[src/rtl/reg_scoreboard_pkg.sv]
// rtl/reg_scoreboard_pkg.sv - shared sizing and one-hot helper for the register scoreboard
package reg_scoreboard_pkg;

    localparam int ADDR_W_DEF = 4;

    function automatic int depth_of(input int addr_w);
        return 1 << addr_w;
    endfunction

    localparam int DEPTH_DEF = depth_of(ADDR_W_DEF);

    function automatic logic [DEPTH_DEF-1:0] onehot(input logic [ADDR_W_DEF-1:0] addr);
        logic [DEPTH_DEF-1:0] v;
        v = '0;
        v[addr] = 1'b1;
        return v;
    endfunction

endpackage

[src/rtl/onehot_dec.sv]
// rtl/onehot_dec.sv - generalised ADDR_W to 2**ADDR_W one-hot decoder
module onehot_dec #(
    parameter int ADDR_W = 4
) (
    input  logic [ADDR_W-1:0]      addr,
    output logic [(1<<ADDR_W)-1:0] oh
);

    always_comb begin
        oh = '0;
        oh[addr] = 1'b1;
    end

endmodule

[src/rtl/reg_scoreboard_dec.sv]
// rtl/reg_scoreboard_dec.sv - register scoreboard: RAW/WAW issue stall and registered write-enable decode
module reg_scoreboard_dec
    import reg_scoreboard_pkg::*;
#(
    parameter int ADDR_W = ADDR_W_DEF
) (
    input  logic                          clk,
    input  logic                          rst,
    input  logic                          iss_valid,
    input  logic [ADDR_W-1:0]             iss_rd,
    input  logic [ADDR_W-1:0]             iss_rs1,
    input  logic [ADDR_W-1:0]             iss_rs2,
    output logic                          iss_ready,
    output logic [depth_of(ADDR_W)-1:0]   dec_onehot,
    input  logic                          ret_valid,
    input  logic [ADDR_W-1:0]             ret_rd,
    output logic [depth_of(ADDR_W)-1:0]   we_onehot,
    output logic [depth_of(ADDR_W)-1:0]   pending,
    output logic [ADDR_W:0]               busy_cnt,
    output logic                          err
);

    localparam int DEPTH = depth_of(ADDR_W);
    localparam logic [ADDR_W:0] CNT_ONE = 1;

    logic [DEPTH-1:0] ret_mask;
    logic [DEPTH-1:0] set_mask;
    logic [DEPTH-1:0] eff_pend;
    logic             ret_hit;
    logic             iss_fire;

    onehot_dec #(.ADDR_W(ADDR_W)) u_dec_iss (.addr(iss_rd), .oh(dec_onehot));
    onehot_dec #(.ADDR_W(ADDR_W)) u_dec_ret (.addr(ret_rd), .oh(ret_mask));
    onehot_dec #(.ADDR_W(ADDR_W)) u_dec_set (.addr(iss_rd), .oh(set_mask));

    // A retiring register is treated as free in the same cycle so the dependent issue need not wait.
    always_comb begin
        ret_hit  = ret_valid && pending[ret_rd];
        eff_pend = ret_hit ? (pending & ~ret_mask) : pending;
        iss_ready = !rst && !eff_pend[iss_rd] && !eff_pend[iss_rs1] && !eff_pend[iss_rs2];
        iss_fire = iss_valid && iss_ready;
    end

    always_ff @(posedge clk) begin
        if (rst) begin
            pending   <= '0;
            we_onehot <= '0;
            busy_cnt  <= '0;
            err       <= 1'b0;
        end else begin
            pending   <= eff_pend | (iss_fire ? set_mask : '0);
            we_onehot <= ret_hit ? ret_mask : '0;
            err       <= err | (ret_valid && !ret_hit);
            // Simultaneous set and clear leave the population count unchanged.
            if (iss_fire && !ret_hit)
                busy_cnt <= busy_cnt + CNT_ONE;
            else if (ret_hit && !iss_fire)
                busy_cnt <= busy_cnt - CNT_ONE;
        end
    end

endmodule

[config.mk]
export PLATFORM = sky130hd
export DESIGN_NAME = reg_scoreboard_dec
export DESIGN_NICKNAME = d
export VERILOG_FILES = /design/src/rtl/reg_scoreboard_pkg.sv /design/src/rtl/onehot_dec.sv /design/src/rtl/reg_scoreboard_dec.sv
export SDC_FILE = /design/constraint.sdc
export NUM_CORES = 1
export LEC_CHECK = 0
export BUFFER_PORTS_ARGS = -buffer_cell sky130_fd_sc_hd__buf_2
export CORE_ASPECT_RATIO = 0.7
export CORE_MARGIN = 2
export CORE_UTILIZATION = 56
export DETAILED_ROUTE_END_ITERATION = 8
export PLACE_DENSITY = 0.95
export SLEW_MARGIN = 5
export SYNTH_ARGS = -nofsm -noshare
export SYNTH_HDL_FRONTEND = slang
export SYNTH_SLANG_ARGS = --single-unit
[constraint.sdc]
create_clock -name clk -period 11.25 [get_ports clk]
set_clock_uncertainty 0.15 [all_clocks]
set_input_delay 1.125 -clock clk [delete_from_list [all_inputs] [get_ports clk]]
set_output_delay 1.125 -clock clk [all_outputs]
set_load 0.05 [all_outputs]
Yosys cells after proc, flatten, opt, wreduce, memory -nomap -nowiden
Cells that the tools add are included.
Widths: inputs -> output; s select.

word-level totals
  logic and storage cells = 51
  bits in latches = 0
  memory bits (read-only) = 0
  RAM bits = 0
  input port bits = 20
  memories = 0
  flip-flop bits (word level) = 38
  output and inout bits = 55

cells by class
  muxes and demuxes = 16
  multiply operators = 0
  $add $sub $neg = 2
  bitwise operators = 5
  $lt $le $gt $ge = 6
  equality and inequality tests = 0
  divide/modulo/power cells = 0
  shift-type cells = 0
  reductions and logical operators = 18

operator list
  cell                 count
  $mux 16              2
  $lt 4x5->1 const B   4
  $and 16x16->16       1
  $bmux 1 s4           4
  $not 16->16          1
  $or 16x16->16        1
  $logic_and 1x1->1    10
  $mux 5               2
  $demux 1 s4          2
  $ge 4x1->1 const B   2
  $logic_not 1->1      6
  $mux 1               6
  $add 5x1->5 const B  1
  $sub 5x1->5 const B  1
  $reduce_bool 2->1    1
  $reduce_or 2->1      1
  $not 1->1            1
  $or 1x1->1           1

Depth between registers and ports, before layout
  depth after elaboration = 18
  mapped depth = 20
  gate-level depth less buffers = 18

Hierarchy
From an unflattened synthesis, not the netlist that was laid out.

unflattened totals
  cell total of the unflattened synthesis = 339
  area total of the unflattened synthesis = 3290.7 um^2

modules (own cells, without submodules)
  module                      instances  area an instance (um^2)  cells each  sequential area each (um^2)
  reg_scoreboard_dec          1          2511.2                   279         760.7
  onehot_dec (u_dec_iss ...)  2          276.5                    20          0.0
  onehot_dec (u_dec_set)      1          226.5                    20          0.0

Least setup slack after synthesis
No wires, ideal clock.

  kind = input to register
  start = input port iss_rd[1]
  end = register busy_cnt[4]
  library setup time = 0.072 ns
  data required time = 11.028 ns
  buffers on the path = 2
  stages on the path = 19
  arrival = 4.264 ns
  slack = 6.764 ns
  cells stage by stage = buf_2 nor2_1 nand2_1 inv_1 o211ai_1 o221ai_1 nor4b_1 and4b_1 nand4_4 buf_6 inv_2 ha_1 inv_1 ha_1 a21o_1 a21oi_1 xnor2_1 or3_1 a21oi_1

between the ends
  longest elaborated chain between the ends = 10
  elaborated cells between the ends (all ways) = 12
  classes of those cells = mux: 3; reduce/logical: 9

RTL lines
  item                                 line                      source
  start, declared                      reg_scoreboard_dec.sv:10  input logic [ADDR_W-1:0] iss_rd,
  $bmux 1 s4 (*)                       reg_scoreboard_dec.sv:40  iss_ready = !rst && !eff_pend[iss_rd] && !eff_pend[iss_rs1] && !eff_pend[iss_rs2];
  $mux 1 (implied by the code) (*)     reg_scoreboard_dec.sv:40
  $logic_not 1->1 (*)                  reg_scoreboard_dec.sv:40
  $logic_and 1x1->1 (*) (3 in series)  reg_scoreboard_dec.sv:40
  $logic_and 1x1->1 (*)                reg_scoreboard_dec.sv:41  iss_fire = iss_valid && iss_ready;
  $logic_not 1->1                      reg_scoreboard_dec.sv:57  else if (ret_hit && !iss_fire)
  $logic_and 1x1->1                    reg_scoreboard_dec.sv:57
  $reduce_bool 2->1 (no source line)   --
  end signal, assigned                 reg_scoreboard_dec.sv:56  busy_cnt <= busy_cnt + CNT_ONE;
  end signal, assigned                 reg_scoreboard_dec.sv:58  busy_cnt <= busy_cnt - CNT_ONE;
  end, declared                        reg_scoreboard_dec.sv:19  output logic [ADDR_W:0] busy_cnt,

Every way passes the cells marked *; elsewhere a longest branch is shown, timed or not. The select of a mux whose other input is x is not followed.
A chain may end at the register's enable or synchronous reset.

Final worst setup path
Same ends and word-level chain as after synthesis.

==> summary.txt <==
Outcome
  – Status: finished clean

Yosys
  – Post-synthesis sequential area ratio: 0.298
  – Yosys warning count: 0
  – Synth top area share: 0.298
  – Cell Area, Synth: 0.00255 mm²
  – Synth area leaders: dfxtp_1 30%, nor2_1 6.0%, nand2_1 4.7%, o22ai_2 3.9%, mux4_2 3.5%
  – Asr flop ratio synth: 0
  – #FFs+latches synth: 38
  – Avg Inst Size Synth: 8.30 µm²
  – Gate Count Post-Synth: 308
  – Number of synthesized flops with an enable pin: 0
  – Synth area leader: dfxtp_1
  – Top FF cell, synth: dfxtp_1
  – Count of cell types in the netlist: 67
  – Syn Nets: 333

Power
  – Peak supply drop: 0.0000994 V
  – Leak Pwr: 1.42 nW
  – P per Cell Area: roughly 120 mW/mm²

Setup path
  – Startpoint Class: primary input
  – FF-to-FF setup slack: 7370 ps
  – Critical path data arrival time: 4880 ps
  – Worst EP required: 11330 ps
  – Critical path type: primary input to flip-flop
  – Nature of the critical path endpoint: flip-flop
  – CP Max Fanout: 19

STA
  – Fin. max-slew vios: 0
  – Fin. Hold Viols: 0
  – Final Setup Violations: 0
  – RSZ-0062 raised after global routing: false
  – Fin crit share: 0.426
  – Worst slew pin tran: 592 ps
  – Post-layout min period: roughly 4800 ps
  – Slew headroom: 0.605
  – Setup tns final: 0 ps
  – Fmax: 0.208 GHz

Global routing
  – First-pass GRT wire length: approximately 13 mm
  – GRT Util Overall: 0.317
  – Vias in the first global route: 2535
  – Largest net degree at the start of global routing: 25
  – Congestion Overflow GR: 0
  – Initial antenna violation count: 0

Floorplan
  – Num ports: 75
  – Die H: 60.5 µm
  – Die width: between 80 and 90 µm
  – Rows: 20
  – Die area: 0.00513 mm²
  – Core area: 0.00435 mm²
  – Starting Density: 0.587

Clock tree
  – Clk buf depth: 2
  – H-tree depth: 2
  – Clock Latency Late Sink: 300 ps
  – CTS tree: yes
  – Clk pin slew, worst setup/hold paths: 80 ps
  – Cts bufs inserted: 5
  – Clock root buffer: clkbuf_8
  – Hold-fix buffers, CTS: 0
  – Post-CTS Resized: 0
  – Post-CTS setup buffer count: 0
  – Num Clock Sinks: 38

Drt
  – Antenna-violating nets left: 0
  – Initial DRC count: about 370
  – Drt total wl: 7.90 mm
  – WL per Instance: 18.5 µm
  – DR vias: around 2700
  – Via density: approximately 6.4
  – DRT Pass-1 Iters: 6
  – DRC viols: 0

Final layout
  – FILL cells: ~360
  – Area occupied by multi-input gates: 0.00161 mm²
  – Share of cells above drive strength 1: 0.302
  – Final nets: 395
  – Register area: 761 µm²
  – Area Growth Syn to Fin: 18.7%
  – Commonest non-fill, non-tap cells in the layout: 74 x buf_2, 41 x nor2_1, 38 x dfxtp_1
  – Finished Core Util: 0.697
  – Commonest non-fill, non-tap cell in the layout: buf_2
  – # diodes: 0

Min path
  – Worst min-delay path class: flip-flop to flip-flop

Job
  – Max-Cap Viols: 0

Placement
  – DP HPWL: 5.97 mm
  – IO buf count: 74
  – Placer Congestion: 1.04
==> cell usage after synthesis (3+ instances only) <==
library cell,n
nor2_1,41
dfxtp_1,38
nand2_1,32
inv_1,23
a21oi_1,15
o21ai_0,12
o211ai_1,10
nor2b_1,8
o22ai_2,8
nand2b_1,7
nand3_1,7
clkbuf_1,6
mux2i_1,5
o21ai_1,5
a21o_1,4
buf_1,4
buf_2,4
buf_4,4
ha_1,4
mux4_2,4
a2111oi_0,3
and3_1,3
o221ai_1,3
o22ai_1,3
or3_1,3
xor2_1,3
==> flip-flops by register name (all words and copies together) (netlist names) <==
signal     cells
busy_cnt       5
err            1
pending       16
we_onehot     16
==> report_power, final <==
group	internal, mW	leakage [nW]	switching, mW
logic	0.0246	1.04	0.0554
registers	0.137	0.307	0.00303
clock network	0.0889	0.0683	0.0536
==> cell families after synthesis <==
group,Yosys count,share of synthesized area
AND/OR/NAND/NOR,118,0.246
AO/OA/AOI/OAI,90,0.282
buffers and inverters,43,0.0739
flip-flops,38,0.298
multiplexers,10,0.0593
adder cells (fa/ha/maj),5,0.0274
XOR/XNOR,4,0.0137
==> cell type report <==
cell class	instances	area share
multi-input combinational	227	0.529
sequential	38	0.251
timing repair buffer	74	0.122
inverter	24	0.0297
clock buffer	5	0.0227
clock inverter	3	0.0227
tap	55	0.0227
==> critical path: stages <==
cell and delay [ps]:
buf_2 310, nor2_1 190, nand2_1 160, inv_1 80, o211ai_1 90, o221ai_1 190, nor4b_1 400, and4b_1 310
nand4_4 350, inv_2 120, ha_1 220, inv_1 100, ha_1 330, a21o_1 170, a21oi_1 170, xnor2_1 90
or3_1 310, a21oi_1 140
==> metrics by stage <==
step / hold WS, ps / worst slack [ps] / area [µm²] / power [mW] / cells
detailed placement: 329 / 6260 / 2900 / 0.221 / 418
CTS: 346 / 6550 / 3030 / 0.360 / 426
global route: 389 / 6220 / 3030 / 0.374 / 426
global placement: 321 / 6330 / 2900 / 0.219 / 418
finish: 345 / 6450 / 3030 / 0.363 / 426
floorplan: 563 / 6760 / 2550 / 0.204 / 308
==> metal layers <==
layer,global-route usage,routed length (µm),up-vias,part of all wire
met5,0,0,-,0
met4,0.118,178,0,0.023
met3,0.107,1170,26,0.15
met2,0.488,3380,220,0.43
met1,0.422,3170,1240,0.40
li1,-,-,1224,-
==> worst paths after layout <==
| kind | from | end | cells past startpoint |
|---|---|---|---|
| worst min-delay path | busy_cnt[4]$_SDFFE_PP0P_ | busy_cnt[4]$_SDFFE_PP0P_ | 2 |
| worst max-delay path | iss_rd[1] | busy_cnt[4]$_SDFFE_PP0P_ | 18 |
| worst min register to register | busy_cnt[4]$_SDFFE_PP0P_ | busy_cnt[4]$_SDFFE_PP0P_ | 2 |
| worst max register to register | pending[6]$_SDFF_PP0_ | busy_cnt[4]$_SDFFE_PP0P_ | 15 |
Note: power is estimated with default switching activity, not from simulation.
